[src/rtl/dbus_load_unit.sv]
// Load-side DBUS master: one outstanding read, lane-aligned and sign/zero-extended into rdo.
// Optional feature macro: LOAD_MISALIGN_TRAP_EN (trap misaligned loads instead of issuing them).
module dbus_load_unit #(
  parameter int unsigned ADDR_W = 64,
  parameter int unsigned DATA_W = 64
) (
  input  logic              clk,
  input  logic              reset,
  input  logic              ld_valid,
  output logic              ld_ready,
  input  logic [ADDR_W-1:0] ld_addr,
  input  logic [1:0]        ld_size,
  input  logic              ld_unsigned,
  output logic              dbus_req_valid,
  output logic [ADDR_W-1:0] dbus_req_addr,
  output logic [2:0]        dbus_req_size,
  input  logic              dbus_resp_addr_ok,
  input  logic              dbus_resp_data_ok,
  input  logic [DATA_W-1:0] dbus_resp_data,
  output logic              rdo_valid,
  output logic [DATA_W-1:0] rdo,
  output logic              ld_misalign
);

  typedef enum logic [1:0] {S_IDLE, S_REQ, S_WAIT, S_DONE} state_t;

  state_t            state, state_nx;
  logic [ADDR_W-1:0] addr_q;
  logic [1:0]        size_q;
  logic              uns_q;
  logic              misalign;
  logic              accept;
  logic              take_data;
  logic [DATA_W-1:0] sh;
  logic [DATA_W-1:0] ext;

`ifdef LOAD_MISALIGN_TRAP_EN
  always_comb begin
    misalign = 1'b0;
    case (ld_size)
      2'd1:    misalign = ld_addr[0];
      2'd2:    misalign = |ld_addr[1:0];
      2'd3:    misalign = |ld_addr[2:0];
      default: misalign = 1'b0;
    endcase
  end
`else
  assign misalign = 1'b0;
`endif

  always_ff @(posedge clk) begin
    if (reset) state <= S_IDLE;
    else       state <= state_nx;
  end

  always_comb begin
    state_nx       = state;
    ld_ready       = 1'b0;
    dbus_req_valid = 1'b0;
    rdo_valid      = 1'b0;
    take_data      = 1'b0;
    accept         = 1'b0;
    case (state)
      S_IDLE: begin
        ld_ready = 1'b1;
        accept   = ld_valid;
        if (ld_valid && !misalign) state_nx = S_REQ;
      end
      S_REQ: begin
        dbus_req_valid = 1'b1;
        // data_ok without addr_ok is not a response to this request
        if (dbus_resp_addr_ok) begin
          take_data = dbus_resp_data_ok;
          state_nx  = dbus_resp_data_ok ? S_DONE : S_WAIT;
        end
      end
      S_WAIT: begin
        if (dbus_resp_data_ok) begin
          take_data = 1'b1;
          state_nx  = S_DONE;
        end
      end
      S_DONE: begin
        rdo_valid = 1'b1;
        state_nx  = S_IDLE;
      end
      default: state_nx = S_IDLE;
    endcase
  end

  // Zero-filling shift: bytes beyond bit 63 read as zero before extension
  assign sh = dbus_resp_data >> {addr_q[2:0], 3'b000};

  always_comb begin
    ext = sh;
    case (size_q)
      2'd0:    ext = {{(DATA_W-8){~uns_q & sh[7]}},   sh[7:0]};
      2'd1:    ext = {{(DATA_W-16){~uns_q & sh[15]}}, sh[15:0]};
      2'd2:    ext = {{(DATA_W-32){~uns_q & sh[31]}}, sh[31:0]};
      default: ext = sh;
    endcase
  end

  always_ff @(posedge clk) begin
    if (reset) begin
      addr_q <= '0;
      size_q <= '0;
      uns_q  <= 1'b0;
      rdo    <= '0;
    end else begin
      if (accept && !misalign) begin
        addr_q <= ld_addr;
        size_q <= ld_size;
        uns_q  <= ld_unsigned;
      end
      if (take_data) rdo <= ext;
    end
  end

`ifdef LOAD_MISALIGN_TRAP_EN
  always_ff @(posedge clk) begin
    if (reset) ld_misalign <= 1'b0;
    else       ld_misalign <= accept & misalign;
  end
`else
  assign ld_misalign = 1'b0;
`endif

  assign dbus_req_addr = addr_q;
  assign dbus_req_size = {1'b0, size_q};

endmodule

[config.mk]
export PLATFORM = sky130hd
export DESIGN_NAME = dbus_load_unit
export DESIGN_NICKNAME = d
export VERILOG_FILES = /design/src/rtl/dbus_load_unit.sv
export SDC_FILE = /design/constraint.sdc
export NUM_CORES = 1
export LEC_CHECK = 0
export ABC_AREA = 1
export CAP_MARGIN = 25
export CELL_PAD_IN_SITES_DETAIL_PLACEMENT = 1
export CELL_PAD_IN_SITES_GLOBAL_PLACEMENT = 2
export CORE_ASPECT_RATIO = 1.1
export CORE_MARGIN = 2
export CORE_UTILIZATION = 29
export CTS_CLUSTER_DIAMETER = 50
export CTS_CLUSTER_SIZE = 12
export DETAILED_ROUTE_END_ITERATION = 8
export DONT_BUFFER_PORTS = 1
export GPL_TIMING_DRIVEN = 0
export PLACE_DENSITY_LB_ADDON = 0.1
export SYNTH_ARGS = -nofsm -noshare
export SYNTH_HDL_FRONTEND = slang
export SYNTH_SLANG_ARGS = --single-unit
[constraint.sdc]
create_clock -name clk -period 1.8 [get_ports clk]
set_input_delay 0.27 -clock clk [delete_from_list [all_inputs] [get_ports clk]]
set_output_delay 0.27 -clock clk [all_outputs]
set_load 0.1 [all_outputs]
==> results of run 1 <==
-- cells in the final DEF, fill, tap and decap left out, types with 11 or more instances in the layout --
master and n:
nor2_4 19, o21ai_1 30, dfxtp_1 126, buf_4 33, clkbuf_1 17, inv_1 32
a21oi_1 22, nand3_2 43, buf_6 13, nand2_2 36, buf_8 17, o21ai_0 118
clkbuf_16 26, nand3_1 53, clkbuf_2 11, nor2_1 171, nand2_1 202, nor2_2 25
a21oi_2 23
-- cell type report --
class / count / area, um2 / share of cell area [%]
multi-input combinational: 804 / 4480 / 46.4
sequential: 133 / 2690 / 27.8
inverter: 41 / 180 / 1.87
tap: 305 / 382 / 3.95
buffer: 81 / 729 / 7.55
clock buffer: 18 / 439 / 4.55
clock inverter: 14 / 139 / 1.44
timing repair buffer: 48 / 622 / 6.44
-- worst reg2reg max path: stages (launching register included) --
cell	delay, ns
dfxtp_4	0.60
inv_6	0.08
buf_8	0.15
nand2_4	0.05
nand3_2	0.08
nand3_4	0.11
nand2_4	0.07
nand2_4	0.11
nand3_4	0.19
buf_8	0.22
nor2_4	0.11
nor2_1	0.05
-- worst max-delay path by stage --
stage	from	end	slack, ns	cells after the start
floorplan	state[0]$_SDFFE_PP0P_	rdo[48]$_SDFFE_PP0P_	0.002	10
global placement	state[0]$_SDFFE_PP0P_	rdo[63]$_SDFFE_PP0P_	-0.61	10
detailed placement	state[0]$_SDFFE_PP0P_	rdo[63]$_SDFFE_PP0P_	-0.63	10
CTS	dbus_req_addr[0]$_SDFFE_PP0P_	rdo[60]$_SDFFE_PP0P_	-0.09	11
global route	dbus_req_addr[0]$_SDFFE_PP0P_	rdo[39]$_SDFFE_PP0P_	-0.20	11
finish	dbus_req_addr[0]$_SDFFE_PP0P_	rdo[60]$_SDFFE_PP0P_	-0.12	11
-- logic make-up (layout without fill, tap and decap cells) --
| family | Yosys count | in the layout |
|---|---|---|
| other | 1 | 2 |
| AO/OA/AOI/OAI | 223 | 223 |
| flip-flops | 133 | 133 |
| AND/OR/NAND/NOR | 575 | 575 |
| adder cells (fa/ha/maj) | 4 | 4 |
| buffers and inverters | 123 | 202 |
-- through the flow --
stage | utilization, % | setup slack (ns) | cells | area [um2] | hold slack, ns
floorplan | - | 0.00206 | 1060 | 6900 | 0.430
global placement | 31.0 | -0.610 | 1365 | 7280 | 0.439
detailed placement | 31.0 | -0.632 | 1365 | 7280 | 0.448
CTS | 38.0 | -0.0893 | 1429 | 8910 | 0.00108
global route | 41.2 | -0.204 | 1444 | 9660 | 0.00565
finish | 41.2 | -0.118 | 1444 | 9660 | -0.000847
-- per-layer routing --
| layer | GRT usage (%) | routed length (um) |
|---|---|---|
| met1 | 27.3 | 12000 |
| met2 | 43.6 | 16000 |
| met3 | 8.79 | 2880 |
| met4 | 9.35 | 1100 |
| met5 | 0 | 0 |
-- power by group --
part | total, mW | internal (mW) | switching [mW]
logic | 8.15 | 3.17 | 4.98
registers | 9.82 | 3.74 | 6.08
clock network | 3.57 | 1.98 | 1.58
-- repair_timing --
| action | 4_1_cts | 5_1_grt |
|---|---|---|
| setup buffers | 26 | 9 |
| hold endpoints to repair | 0 | 0 |
| resized for setup | 238 | 157 |
| endpoints found under the setup margin | 132 | 122 |
| pin swaps | 33 | 39 |
| cloned | 6 | 9 |
-- registers in the layout, indices dropped and copies added (netlist names) --
signal / flops
uns_q: 1
size_q: 2
state: 2
dbus_req_addr: 64
rdo: 64
==> impl_results.md, run 1 <==
* Fmax at 0.521 GHz
* Worst reg2reg endpoint: rdo[60]$_SDFFE_PP0P_
* Register area share after synthesis at 38.8%
* CTS root buf: clkbuf_16
* Final min period at 1.92 ns
* Tot GR Track Use at 24.7%
* Status: complete, but fails checks
* Biggest area consumer among synthesized cells: dfxtp_1
* IO Port Bufs at 0
* Largest net degree at the start of global routing at 17
* Kind of critical path: register to register
* Synth top area share at 38.8%
* Least-Margin Pin Slew at 1.08 ns
* Worst-path fanout max at 7
* Largest family of logic cells by synthesized area: simple AND/OR/NAND/NOR gates
* Reg2Reg Depth at 11
* Residual DRC at 0
* Worst-path cell chain: inv_6 -> buf_8 -> nand2_4 -> nand3_2 -> nand3_4 -> nand2_4 -> nand2_4 -> nand3_4 -> buf_8 -> nor2_4 -> nor2_1
* Drt wl/cell at 22.1 um
* Maximum vdd drop at 1020 uV
* CP top delay family: simple AND/OR/NAND/NOR gates
* First-pass GRT wire length at 45800 um
* Cell variety after synth at 27
* Nets@finish at 1266
* Total gr overflow at 0
* Die height at 165 um
* Seq cells post-synth at 133
* WP buf/inv at 3
* # Max-Cap Violations at 0
* Share of layout cells above drive strength 1 at 30.6%
* Diodes inserted at 0
* Core Area at 23500 um2
* Pwr Total at 21.5 mW
* Clock Skew at 0.0121 ns
* Warnings from Yosys at 0
* IO Pins at 271
* Post-synth EDFFs at 0
* Initial antenna violation count at 0
* Hold Fails Final Rpt at 1
* Post-synthesis adder-cell area fraction at 0.730%
* R2R Path Start: dbus_req_addr[0]$_SDFFE_PP0P_
* Ys flop type: dfxtp_1
* Synth Instances at 1059
* FILL cells at 2857
* Vias at 7439
* Final Setup Violations at 59
* Setup Total Neg Slack at -3.56 ns
* Vias in the first global route at 7796
* Multiplexer share of the synthesized area at 0%
* Hold_buf cts at 0
* RSZ-0062 raised after global routing: yes
* DRT antenna net count at 0
* FP Rows at 59
* Critical Path Max Stage Delay at 0.60 ns
* Slew HR at 28.2%
* Most frequent cell after synthesis: nand2_1
* Required @ worst endpoint at 2.12 ns
* Compound-Gate Fraction of Synth Area at 17.4%
* Dominant cells by area after synthesis: dfxtp_1, nand2_1, nor2_1
* Clock Sinks at 133
* Clk_lat worst skew at 0.43 ns
* Post-Synth XOR/XNOR Area at 0%
* Hold Slack at -0.000847 ns
* Hold path depth at 2
* P per Cell Area at 2230 nW/um2
* Num CTS Buffers at 17
* R2r setup slk at -0.12 ns
* Vias per cell at 5.15
* Initial Util at 29.2%
* Area grow syn2layout at 40.9%
* Post-DP HPWL at 23500 um
* Worst Hold Path EP: dbus_req_addr[7]$_SDFFE_PP0P_
* Crit start category: register
* Die X-Extent at 151 um
* Violations in the final reports: negative hold slack, negative setup slack
* Syn Std Cell Area at 6860 um2
* Hold path start: ld_addr[7]
* TritonRoute pass-1 iters at 5
* Min-delay worst type: input port to register
* Most used cell, CP: nand2_4
* Asr flop ratio synth at 0%
* CTS tree: done
* Slowest stage cell, crit path: dfxtp_4
* Crit path DAT at 2.23 ns
* # H-tree levels at 4
* Post-synth top cells: nand2_1, nor2_1, o21ai_0, dfxtp_1, nand3_1
* Static Leak at 4.01 nW
* CP endpoint kind: register
* Gp weighted congestion at 0.829
* Clk buf depth at 2
* Synth Area per Inst at 6.48 um2
* Final period utilization at 107%
* Routed WL at 32000 um
* Final Max Tran Viols at 0
* Final worst slack at -0.118 ns
* Starting DRT DRC Count at 315
* Synth Area in Simple Gates at 34.8%
* Clock transition at path regs at 0.07 ns
* Die area at 24900 um2
No activity file was read; power rests on OpenSTA's default activity.
==> run 2, diff against run 1 <==
--- a/config.mk
+++ b/config.mk
@@ -6,5 +6,4 @@
 export NUM_CORES = 1
 export LEC_CHECK = 0
-export ABC_AREA = 1
 export CAP_MARGIN = 25
 export CELL_PAD_IN_SITES_DETAIL_PLACEMENT = 1
@@ -12,5 +11,5 @@
 export CORE_ASPECT_RATIO = 1.1
 export CORE_MARGIN = 2
-export CORE_UTILIZATION = 29
+export CORE_UTILIZATION = 30
 export CTS_CLUSTER_DIAMETER = 50
 export CTS_CLUSTER_SIZE = 12
==> constraint.sdc (replaced) <==
create_clock -name clk -period 1.8 [get_ports clk]
set_input_delay 0.27 -clock clk [delete_from_list [all_inputs] [get_ports clk]]
set_output_delay 0.27 -clock clk [all_outputs]
set_load 0.01 [all_outputs]
==> impl_results.md, run 2 <==
* Status: complete, but fails checks
* Violations in the final reports: negative setup slack
* Die area at 24300 um2
* Asr flop ratio synth at 0%
* IO Pins at 271
* Final Max Tran Viols at 0
* Worst-path fanout max at 10
* Largest net degree at the start of global routing at 17
* IO Port Bufs at 0
* CTS tree: done
* Total gr overflow at 0
* FP Rows at 58
* Synth Instances at 813
* Starting DRT DRC Count at 371
* Post-DP HPWL at 22000 um
* Area grow syn2layout at 37.7%
* DRT antenna net count at 0
* Most frequent cells in the layout: nand2_1, dfxtp_1, nor2_1
* Commonest non-fill, non-tap cell in the layout: nand2_1
* Routed WL at 29400 um
* Synth Area per Inst at 8.51 um2
* P per Cell Area at 1350 nW/um2
* Ys flop type: dfxtp_1
* Share of layout cells above drive strength 1 at 27.8%
* Dominant cells by area after synthesis: dfxtp_1, nand2_1, a211oi_2
* Nets@finish at 1060
* Clock Skew at 0.00873 ns
* # Max-Cap Violations at 0
* RSZ-0062 raised after global routing: yes
* Register area share after synthesis at 38.5%
* Residual DRC at 0
* Cell variety after synth at 47
* Seq cells post-synth at 133
* Least-Margin Pin Slew at 0.780 ns
* Final Setup Violations at 61
* Biggest area consumer among synthesized cells: dfxtp_1
* Footprint of the multi-input gates at 4280 um2
* Syn Std Cell Area at 6920 um2
* Min-delay worst type: input port to register
* Fmax at 0.475 GHz
* Kind of critical path: register to register
* TritonRoute pass-1 iters at 4
* Crit path DAT at 2.37 ns
* Clk buf depth at 2
* Register area at 2680 um2
* FILL cells at 2587
* Static Leak at 3.24 nW
* Synth top area share at 38.5%
* Warnings from Yosys at 0
* Core Area at 22800 um2
* First-pass GRT wire length at 43300 um
* Drt wl/cell at 23.8 um
* Post-synth top cells: nand2_1, dfxtp_1, nor2_1, a21oi_1, clkbuf_1
* Slew HR at 48.0%
* Initial antenna violation count at 1
* Design area at 9530 um2
* Clock transition at path regs at 0.06 ns
* Die height at 163 um
* Gp weighted congestion at 0.928
* Post-placement cell area at 7330 um2
* Final period utilization at 117%
* Maximum vdd drop at 585 uV
* Pwr Total at 12.8 mW
* Vias per cell at 5.38
* Required @ worst endpoint at 2.06 ns
* Final worst slack at -0.303 ns
* Vias at 6641
* Most frequent cell after synthesis: nand2_1
* Clk_lat worst skew at 0.42 ns
* Hold Fails Final Rpt at 0
* Post-synth EDFFs at 0
* CP endpoint kind: register
* CTS root buf: clkbuf_16
* Tot GR Track Use at 23.8%
* Initial Util at 30.4%
* Die X-Extent at 149 um
* Num CTS Buffers at 17
* Crit start category: register
* Vias in the first global route at 7251
* Final min period at 2.10 ns
* Clock Sinks at 133
* # H-tree levels at 4
==> run 2: cell types whose count changed after synthesis, moves of 18 or more <==
| cell | before | now |
|---|---|---|
| o21ai_0 | 156 | 9 |
| nor2_1 | 210 | 97 |
| nand3_1 | 100 | 3 |
| nand2_1 | 241 | 178 |
| a21oi_1 | 42 | 90 |
| mux2i_1 | 0 | 40 |
| a211oi_2 | 0 | 36 |
| inv_1 | 35 | 7 |
| a211oi_1 | 0 | 22 |
| nor3_1 | 2 | 22 |
| mux2_2 | 0 | 18 |
==> run 2: metal layers <==
layer  track usage (%)  up-vias  wire length (um)
li1                  -     3054                 -
met1              25.9     3238             10800
met2              40.8      287             14400
met3              8.46       60              2850
met4              12.1        2              1300
met5                 0        -                12
==> run 2: cell families after synthesis <==
family                     count (synthesis)  share of synthesized area, %
and+or+nand+nor                          329                          19.6
AOI/OAI and AO/OA                        188                          21.1
DFF                                      133                          38.5
buffers and inverters                     82                          5.82
muxes                                     76                          14.2
adders and majority gates                  4                         0.724
other                                      1                        0.0542
==> run 2: path summary, 6_finish.rpt <==
check,startpoint,to,slack [ns],cells after the start
hold / removal,ld_addr[41],dbus_req_addr[41]$_SDFFE_PP0P_,0.02,2
setup reg to reg,dbus_req_addr[1]$_SDFFE_PP0P_,rdo[63]$_SDFFE_PP0P_,-0.30,9
setup / recovery,dbus_req_addr[1]$_SDFFE_PP0P_,rdo[63]$_SDFFE_PP0P_,-0.30,9
hold reg to reg,dbus_req_addr[56]$_SDFFE_PP0P_,dbus_req_addr[56]$_SDFFE_PP0P_,0.51,2
==> run 2: area by class of cell <==
type	count	share of cell area (%)
Inverter	9	0.368
Clock inverter	14	1.97
Timing Repair Buffer	87	9.54
Clock buffer	18	4.51
Antenna cell	1	0.0263
Sequential cell	133	28.1
Buffer	73	6.57
Multi-Input combinational cell	599	44.9
Tap cell	300	3.94
==> run 2: repair_timing <==
item,4_1_cts,5_1_grt
pin swaps,10,15
setup endpoints to repair,132,77
cloned,2,2
buffers inserted,8,6
endpoints found under the hold margin,70,0
resized for setup,129,69
hold buffers,70,0
==> run 2: power by group <==
part / internal [mW] / switching (mW)
combinational: 2.11 / 2.77
clock: 2.22 / 1.46
sequential: 3.55 / 0.724
==> run 2: through the flow <==
step                      hold WS, ns  setup TNS (ns)  cells  setup slack (ns)  utilization, %
after CTS                     0.00128          -16.26   1226            -0.316            40.3
after global placement          0.408          -68.55   1114            -0.890            32.2
final                          0.0158          -14.98   1234            -0.303            41.8
after global routing          0.00814          -19.12   1233            -0.383            41.8
after floorplan                 0.398           -5.68    814            -0.174               -
after detailed placement        0.414          -79.63   1114             -1.03            32.2
==> run 2: worst max-delay path, cell delays in order (launching register included) <==
cell and delay, ns:
dfxtp_4 0.38, buf_8 0.13, buf_8 0.12, mux2_4 0.31
o22ai_4 0.12, nor2_4 0.06, a2111oi_4 0.40, buf_6 0.21
buf_12 0.15, a211oi_2 0.06
==> run 3, diff against run 2 <==
SETUP_SLACK_MARGIN = 0.15   (was not set)
==> impl_results.md, run 3 (same netlist as run 2, synthesis figures left out) <==
* Status: complete, but fails checks
* Violations in the final reports: negative setup slack
* Most frequent cells in the layout: nand2_1, dfxtp_1, nor2_1
* Slew HR at 43.5%
* Vias in the first global route at 7182
* Most used cell, CP: buf_6
* FP Rows at 58
* Diodes inserted at 0
* Die height at 163 um
* Worst Hold Path EP: rdo[58]$_SDFFE_PP0P_
* Crit path DAT at 2.40 ns
* Finished Layout Cells at 1258
* Pwr Total at 13.8 mW
* Largest net degree at the start of global routing at 17
* CP top delay family: buffers and inverters
* CP endpoint kind: register
* Final Setup Violations at 60
* Vias at 6740
* Maximum vdd drop at 696 uV
* Worst-path cell chain: buf_6 -> or2b_4 -> o22ai_4 -> nor4_4 -> buf_4 -> a2111oi_4 -> buf_6 -> clkbuf_16 -> a211oi_2
* Total gr overflow at 0
* Placed instance count at 1114
* Area grow syn2layout at 44.8%
* Required @ worst endpoint at 2.08 ns
* CTS tree: done
* FILL cells at 2592
* # Max-Cap Violations at 0
* Nets@finish at 1085
* Least-Margin Pin Slew at 0.847 ns
* CTS root buf: clkbuf_16
* Slowest stage cell, crit path: dfxtp_2
* Commonest non-fill, non-tap cell in the layout: nand2_1
* Clock transition at path regs at 0.07 ns
* Static Leak at 3.45 nW
* Residual DRC at 0
* First-pass GRT wire length at 43400 um
* R2r setup slk at -0.32 ns
* Worst reg2reg endpoint: rdo[47]$_SDFFE_PP0P_
* DRT antenna net count at 0
* # H-tree levels at 4
* Die X-Extent at 149 um
* Fmax at 0.471 GHz
* Clock Skew at 0.0139 ns
* Clk_lat worst skew at 0.43 ns
* Post-DP HPWL at 21800 um
* WP buf/inv at 4
* Initial Util at 30.4%
* Core Area at 22800 um2
* Dpl ws at -0.761 ns
* Final Max Tran Viols at 0
* Hold path start: dbus_resp_data[58]
* R2R Path Start: dbus_req_addr[2]$_SDFFE_PP0P_
* Num CTS Buffers at 17
* Critical Path Max Stage Delay at 0.37 ns
* Clk buf depth at 2
* TritonRoute pass-1 iters at 4
* Drt wl/cell at 23.8 um
* Final worst slack at -0.321 ns
* P per Cell Area at 1370 nW/um2
* Starting DRT DRC Count at 298
* IO Pins at 271
* Crit start category: register
* Worst-path fanout max at 10
* Setup Total Neg Slack at -15.54 ns
* Final period utilization at 118%
* Footprint of the multi-input gates at 4350 um2
* RSZ-0062 raised after global routing: yes
* Share of layout cells above drive strength 1 at 30.6%
* Vias per cell at 5.36
* Clock Sinks at 133
* Kind of critical path: register to register
* Hold Slack at 0.0191 ns
* Reg2Reg Depth at 9
* Hold path depth at 2
* Tot GR Track Use at 23.8%
* Gp weighted congestion at 0.902
* Initial antenna violation count at 1
* Die area at 24300 um2
* IO Port Bufs at 0
* Routed WL at 30000 um
* Min-delay worst type: input port to register
* Final min period at 2.12 ns
* Hold Fails Final Rpt at 0
* Register area at 2680 um2
[run 3: cell count changes in the layout (fill, tap and decap cells not counted), sizes merged, moves of 2 or more]
cell         before  now
clkbuf           56   58
dlygate4sd3      70   73
buf              52   72
clkinv            4    2
[run 3: area by class of cell]
class | instances | share of cell area (%)
tap | 300 | 3.75
sequential | 133 | 26.8
inverter | 9 | 0.400
buffer | 73 | 6.98
clock buffer | 18 | 4.38
clock inverter | 14 | 2.12
timing repair buffer | 112 | 12.1
multi-input combinational | 599 | 43.5
[run 3: routing by layer]
metal	part of all wire [%]	vias up	GRT usage [%]	routed length, um
met2	51	287	42.5	15200
li1	-	3092	-	-
met4	3.0	2	8.14	894
met1	36	3313	26.1	10900
met3	9.9	46	8.55	2960
met5	0.037	-	0	11
[run 3: how the worst max path moves through the flow]
stage | startpoint | endpoint | slack [ns] | cells past startpoint
floorplan | dbus_req_addr[1]$_SDFFE_PP0P_ | rdo[32]$_SDFFE_PP0P_ | -0.17 | 8
global placement | dbus_req_addr[2]$_SDFFE_PP0P_ | rdo[45]$_SDFFE_PP0P_ | -0.74 | 7
detailed placement | state[1]$_SDFFE_PP0P_ | rdo[61]$_SDFFE_PP0P_ | -0.76 | 7
CTS | dbus_req_addr[1]$_SDFFE_PP0P_ | rdo[48]$_SDFFE_PP0P_ | -0.31 | 9
global route | size_q[1]$_SDFFE_PP0P_ | rdo[16]$_SDFFE_PP0P_ | -0.41 | 9
finish | dbus_req_addr[2]$_SDFFE_PP0P_ | rdo[47]$_SDFFE_PP0P_ | -0.32 | 9
[run 3: timing repair]
action                     4_1_cts  5_1_grt
setup endpoints to repair      133      100
hold endpoints to repair        73        0
cloned                           3        4
resized for setup              132       95
pin swaps                       21       28
hold buffers                    73        0
buffers inserted                16       16
[run 3: per-stage QoR]
stage	util, %	area, um2
finish	44.0	10000
detailed placement	32.3	7360
global placement	32.3	7360
floorplan	-	6990
global route	44.0	10000
CTS	41.4	9430
[run 3: power breakdown]
part | total [mW] | internal (mW) | switching [mW]
Sequential | 4.29 | 3.55 | 0.742
Combinational | 5.53 | 2.58 | 2.94
Clock | 3.95 | 2.41 | 1.55
Total | 13.8 | 8.54 | 5.23
